[src/rtl/cpu_defs.sv]
// cpu_defs: shared fetch FSM encodings, counter width and default datapath widths
package cpu_defs;
  localparam int ADDR_W_DEF = 16;
  localparam int DATA_W_DEF = 16;
  localparam int CNT_W = 2;
  typedef enum logic [1:0] {IDLE = 2'd0, ISSUE = 2'd1, WAIT = 2'd2, VALID = 2'd3} fetch_state_t;
endpackage

[src/rtl/edge_detect.sv]
// edge_detect: one-cycle pulse on each rising edge of in (clk, reset, in -> pulse); a level held high through reset must fall before it can fire
module edge_detect (
  input  logic clk,
  input  logic reset,
  input  logic in,
  output logic pulse
);
  logic q, armed;
  assign pulse = in & ~q & armed;
  always_ff @(posedge clk) begin
    if (reset) begin
      q <= 1'b0;
      armed <= 1'b0;
    end else begin
      q <= in;
      armed <= armed | ~in;
    end
  end
endmodule

[src/rtl/instr_fetch.sv]
// instr_fetch: step/run instruction fetcher (clk, reset, step_in, run, branch_valid/target, imem_addr/data, ir/ir_pc/ir_valid/ir_ready, pc, fetch_count)
module instr_fetch
  import cpu_defs::*;
#(
  parameter int ADDR_W = ADDR_W_DEF,
  parameter int DATA_W = DATA_W_DEF,
  parameter int IMEM_LATENCY = 1,
  parameter logic [ADDR_W-1:0] RESET_PC = '0
) (
  input  logic              clk,
  input  logic              reset,
  input  logic              step_in,
  input  logic              run,
  input  logic              branch_valid,
  input  logic [ADDR_W-1:0] branch_target,
  output logic [ADDR_W-1:0] imem_addr,
  input  logic [DATA_W-1:0] imem_data,
  output logic [DATA_W-1:0] ir,
  output logic [ADDR_W-1:0] ir_pc,
  output logic              ir_valid,
  input  logic              ir_ready,
  output logic [ADDR_W-1:0] pc,
  output logic [15:0]       fetch_count
);
  fetch_state_t state, state_n;
  logic [CNT_W-1:0] cnt, cnt_n;
  logic [ADDR_W-1:0] pc_n;
  logic step_pulse, step_pending, step_pending_n, capture, xfer;
  edge_detect u_edge (.clk(clk), .reset(reset), .in(step_in), .pulse(step_pulse));
  assign imem_addr = pc;
  always_comb begin
    state_n = state;
    cnt_n = cnt;
    pc_n = branch_valid ? branch_target : pc;
    capture = 1'b0;
    xfer = 1'b0;
    unique case (state)
      IDLE: state_n = (run | step_pulse | step_pending) ? ISSUE : IDLE;
      ISSUE: begin
        state_n = branch_valid ? IDLE : WAIT;
        cnt_n = CNT_W'(IMEM_LATENCY - 1);
      end
      WAIT: begin
        capture = !branch_valid && cnt == '0;
        state_n = branch_valid ? IDLE : capture ? VALID : WAIT;
        cnt_n = cnt == '0 ? cnt : cnt - 1'b1;
        if (capture) pc_n = pc + 1'b1;
      end
      VALID: begin
        xfer = ir_ready;
        state_n = ir_ready ? (run ? ISSUE : IDLE) : VALID;
      end
    endcase
    step_pending_n = (state_n == ISSUE && state != ISSUE) ? 1'b0
                   : step_pending | (step_pulse && state != IDLE);
  end
  always_ff @(posedge clk) begin
    if (reset) begin
      state <= IDLE;
      cnt <= '0;
      pc <= RESET_PC;
      step_pending <= 1'b0;
      ir <= '0;
      ir_pc <= '0;
      ir_valid <= 1'b0;
      fetch_count <= '0;
    end else begin
      state <= state_n;
      cnt <= cnt_n;
      pc <= pc_n;
      step_pending <= step_pending_n;
      ir_valid <= state_n == VALID;
      if (capture) begin
        ir <= imem_data;
        ir_pc <= pc;
      end
      if (xfer) fetch_count <= fetch_count + 1'b1;
    end
  end
endmodule

[config.mk]
export PLATFORM = sky130hd
export DESIGN_NAME = instr_fetch
export DESIGN_NICKNAME = d
export VERILOG_FILES = /design/src/rtl/cpu_defs.sv /design/src/rtl/edge_detect.sv /design/src/rtl/instr_fetch.sv
export SDC_FILE = /design/constraint.sdc
export NUM_CORES = 1
export LEC_CHECK = 0
export CAP_MARGIN = 10
export CORE_MARGIN = 2
export CORE_UTILIZATION = 38
export DETAILED_ROUTE_END_ITERATION = 10
export DONT_BUFFER_PORTS = 1
export PLACE_DENSITY = 0.64
export RECOVER_POWER = 25
export SLEW_MARGIN = 20
export SYNTH_ARGS = -nofsm -noshare
export SYNTH_HDL_FRONTEND = slang
export SYNTH_SLANG_ARGS = --single-unit
[constraint.sdc]
create_clock -name clk -period 3.1 [get_ports clk]
set_clock_uncertainty 0.1 [all_clocks]
set_input_delay 0.775 -clock clk [delete_from_list [all_inputs] [get_ports clk]]
set_output_delay 0.775 -clock clk [all_outputs]
set_load 0.1 [all_outputs]
==> flow_summary_export.csv <==
group,metric,value,unit
clock_network,numCtsBuffers,9,
floorplanning,rows,33,
floorplanning,ios,119,
timing,period_needed,2.72,ns
synthesis,yosys.area.top_type,"dfxtp_1",
worst_hold_path,hold_path_depth,2,
synthesis,syn_avg_cell_area,8.13,um^2
timing,timing.slew.headroom,9.98,%
grt,grt-ovfl-total,0,
status,status,"finished, final reports clean",
pwr,p_per_area,554,nW/um^2
timing,tightest_slew,1.35,ns
timing,drv_slew,0,
setup_path,r2r-end,"fetch_count[11]",
grt,antenna_found_initial,0,
worst_hold_path,hp-class,"reg2reg",
synthesis,synth_top_cell_area_share,44.2,%
clock_network,cts_tree,"yes",
place,placed_cells,498,
clock_network,htree_levels,3,
place,gp_congestion,0.822,
synthesis,ys_ff_latch,72,
worst_hold_path,holdPathEnd,"u_edge.armed",
timing,period_share,87.8,%
pwr,ir_drop,0.202,mV
grt,grt_pass1_wl,13.1,mm
worst_hold_path,hold_path.startpoint,"u_edge.armed",
setup_path,worstSetupEndpointType,"primary output",
synthesis,yosys_warnings,0,
clock_network,clk_pin_slew,0.07,ns
final_layout,stdcell_area,3580,um^2
setup_path,r2r_setup_slack,0.50,ns
detailed_routing,vias_per_cell,5.44,
final_layout,layout-drive-gt1-share,16.4,%
synthesis,ys_seq_area_share,44.2,%
setup_path,r2r-start,"fetch_count[5]",
timing,setup-violations-final,0,
setup_path,crit_buf_inv,1,
timing,hold_violations,0,
timing,rsz0062_at_grt,"no",
synthesis,synth_cell_types,51,
setup_path,path_cells,"buf_4",
final_layout,diodes,0,
synthesis,ys_top_cells_by_area,"dfxtp_1, nand2_1, a21oi_1",
final_layout,fin_util,43.3,%
place,io_buffers,0,
detailed_routing,wire_per_inst,15.3,um
setup_path,required,2.22,ns
synthesis,synth-edff-count,0,
job,cap_violations,0,
setup_path,cp-start-kind,"flop",
setup_path,critical-path-top-delay-family,"flip-flops",
detailed_routing,dr.pass1.iters,4,
floorplanning,die_h,96.7,um
grt,grt_pass1_vias,2752,
clock_network,cts_sinks,72,
clock_network,cts_hold_buf,0,
floorplanning,coreArea,8260,um^2
setup_path,reg2reg_depth,5,
synthesis,yosys_most_used_dff,"dfxtp_1",
timing,clock.fmax,367,MHz
setup_path,worstPathArrival,1.85,ns
synthesis,synth.most_common_cell,"nand2_1",
clock_network,cts_resized,0,
clock_network,clk_latency,0.33,ns
synthesis,syn_area,3260,um^2
setup_path,critPathMaxStageDelay,1.03,ns
clock_network,root_buffer,"clkbuf_8",
synthesis,syn_nets,442,
final_layout,finalNonFillerCells,514,
final_layout,syn2layout_area_growth,9.74,%
synthesis,synthArstFlopShare,0,%
detailed_routing,drc,0,
floorplanning,fp.dieW,96.7,um
setup_path,path_max_fanout,5,
grt,grt_max_degree,73,
detailed_routing,drt_iter0_markers,184,
synthesis,postSynthCellCount,401,
detailed_routing,wl,7.87,mm
setup_path,crit_slowest_cell,"dfxtp_1",
floorplanning,dieArea,9340,um^2
clock_network,cts_buffer_depth,2,
clock_network,post_cts_buffers,0,
place,dpl.hpwl,5.46,mm
floorplanning,initial_core_util,39.5,%
setup_path,crit_type,"reg2out",
synthesis,ys_top_cells_by_count,"nand2_1, dfxtp_1, a21oi_1",
pwr,p_leak,0.00126,uW
timing,fin_setup_tns,0,ns
final_layout,fin_nets,445,
place,place_area,3470,um^2
timing,hold-worst-slack,0.346,ns
detailed_routing,vias,2795,
grt,grt_util_all_layers,16.9,%
detailed_routing,final_antenna_net_count,0,
how the worst max path moves through the flow:
stage	startpoint	to	slack, ns	cells past startpoint
CTS	imem_addr[7]	imem_addr[7]	0.74	1
floorplan	imem_addr[0]	imem_addr[14]	0.60	6
global route	fetch_count[5]	fetch_count[15]	0.32	5
detailed placement	ir_ready	fetch_count[11]	0.87	4
finish	imem_addr[7]	imem_addr[7]	0.38	1
global placement	ir_ready	fetch_count[13]	0.91	4
kinds of logic after synthesis:
family	synth area share (%)
flip-flops	44.2
buffers and inverters	8.78
AO/OA/AOI/OAI	16.9
adder cells (fa/ha/maj)	1.15
multiplexers	0.921
XOR/XNOR	2.95
AND/OR/NAND/NOR	25.1
state kept, by name (all words and copies together) (netlist names):
signal        count
step_pending      1
fetch_count      16
ir_pc            16
cnt               2
imem_addr        16
state             2
ir_valid          1
u_edge.q          1
u_edge.armed      1
ir               16
layout make-up:
class / count / area [um^2]
inverters: 12 / 45.0
fillers: 821 / 4680
clock buffers: 12 / 145
repair buffers: 35 / 239
multi-input cells: 274 / 1540
well taps: 105 / 131
clock inverters: 4 / 20.0
flip-flops and latches: 72 / 1460
report_power, final:
| group | internal, uW | switching [uW] | total (uW) |
|---|---|---|---|
| sequential | 952 | 88.4 | 1040 |
| combinational | 56.2 | 251 | 308 |
| clock | 308 | 329 | 637 |
| total | 1320 | 669 | 1980 |
layout by cell type, fill, tap and decap left out, drive strengths merged, types with 2 or more instances in the layout:
cell,netlist,layout
o21ai,6,6
or2,2,2
nor3,4,4
nor3b,2,2
a211oi,4,4
and4,4,4
dfxtp,72,72
nand2,79,79
buf,29,25
and3b,2,2
nand4,10,10
nor2,21,21
a21oi,58,58
o31ai,5,5
clkbuf,14,22
a22oi,3,3
nand3,12,12
xnor2,4,4
or3,6,6
or4,7,7
ha,3,3
mux2i,3,3
clkinv,0,4
xor2,7,7
a31oi,4,4
and3,7,7
o221a,4,4
inv,12,12
per-layer routing:
metal	share of wire [%]	vias to the layer above	GRT usage, %
met2	48	92	28.3
li1	-	1390	-
met4	1.6	0	6.28
met1	45	1300	21.3
met3	5.1	13	3.68
met5	0	-	0
stage by stage:
stage / setup WS, ns / total power (uW)
after detailed placement: 0.875 / 1370
after floorplan: 0.596 / 1350
after global placement: 0.914 / 1370
after global routing: 0.317 / 2070
final: 0.379 / 1980
after CTS: 0.735 / 2020
Power figures use the tool's default switching activity.
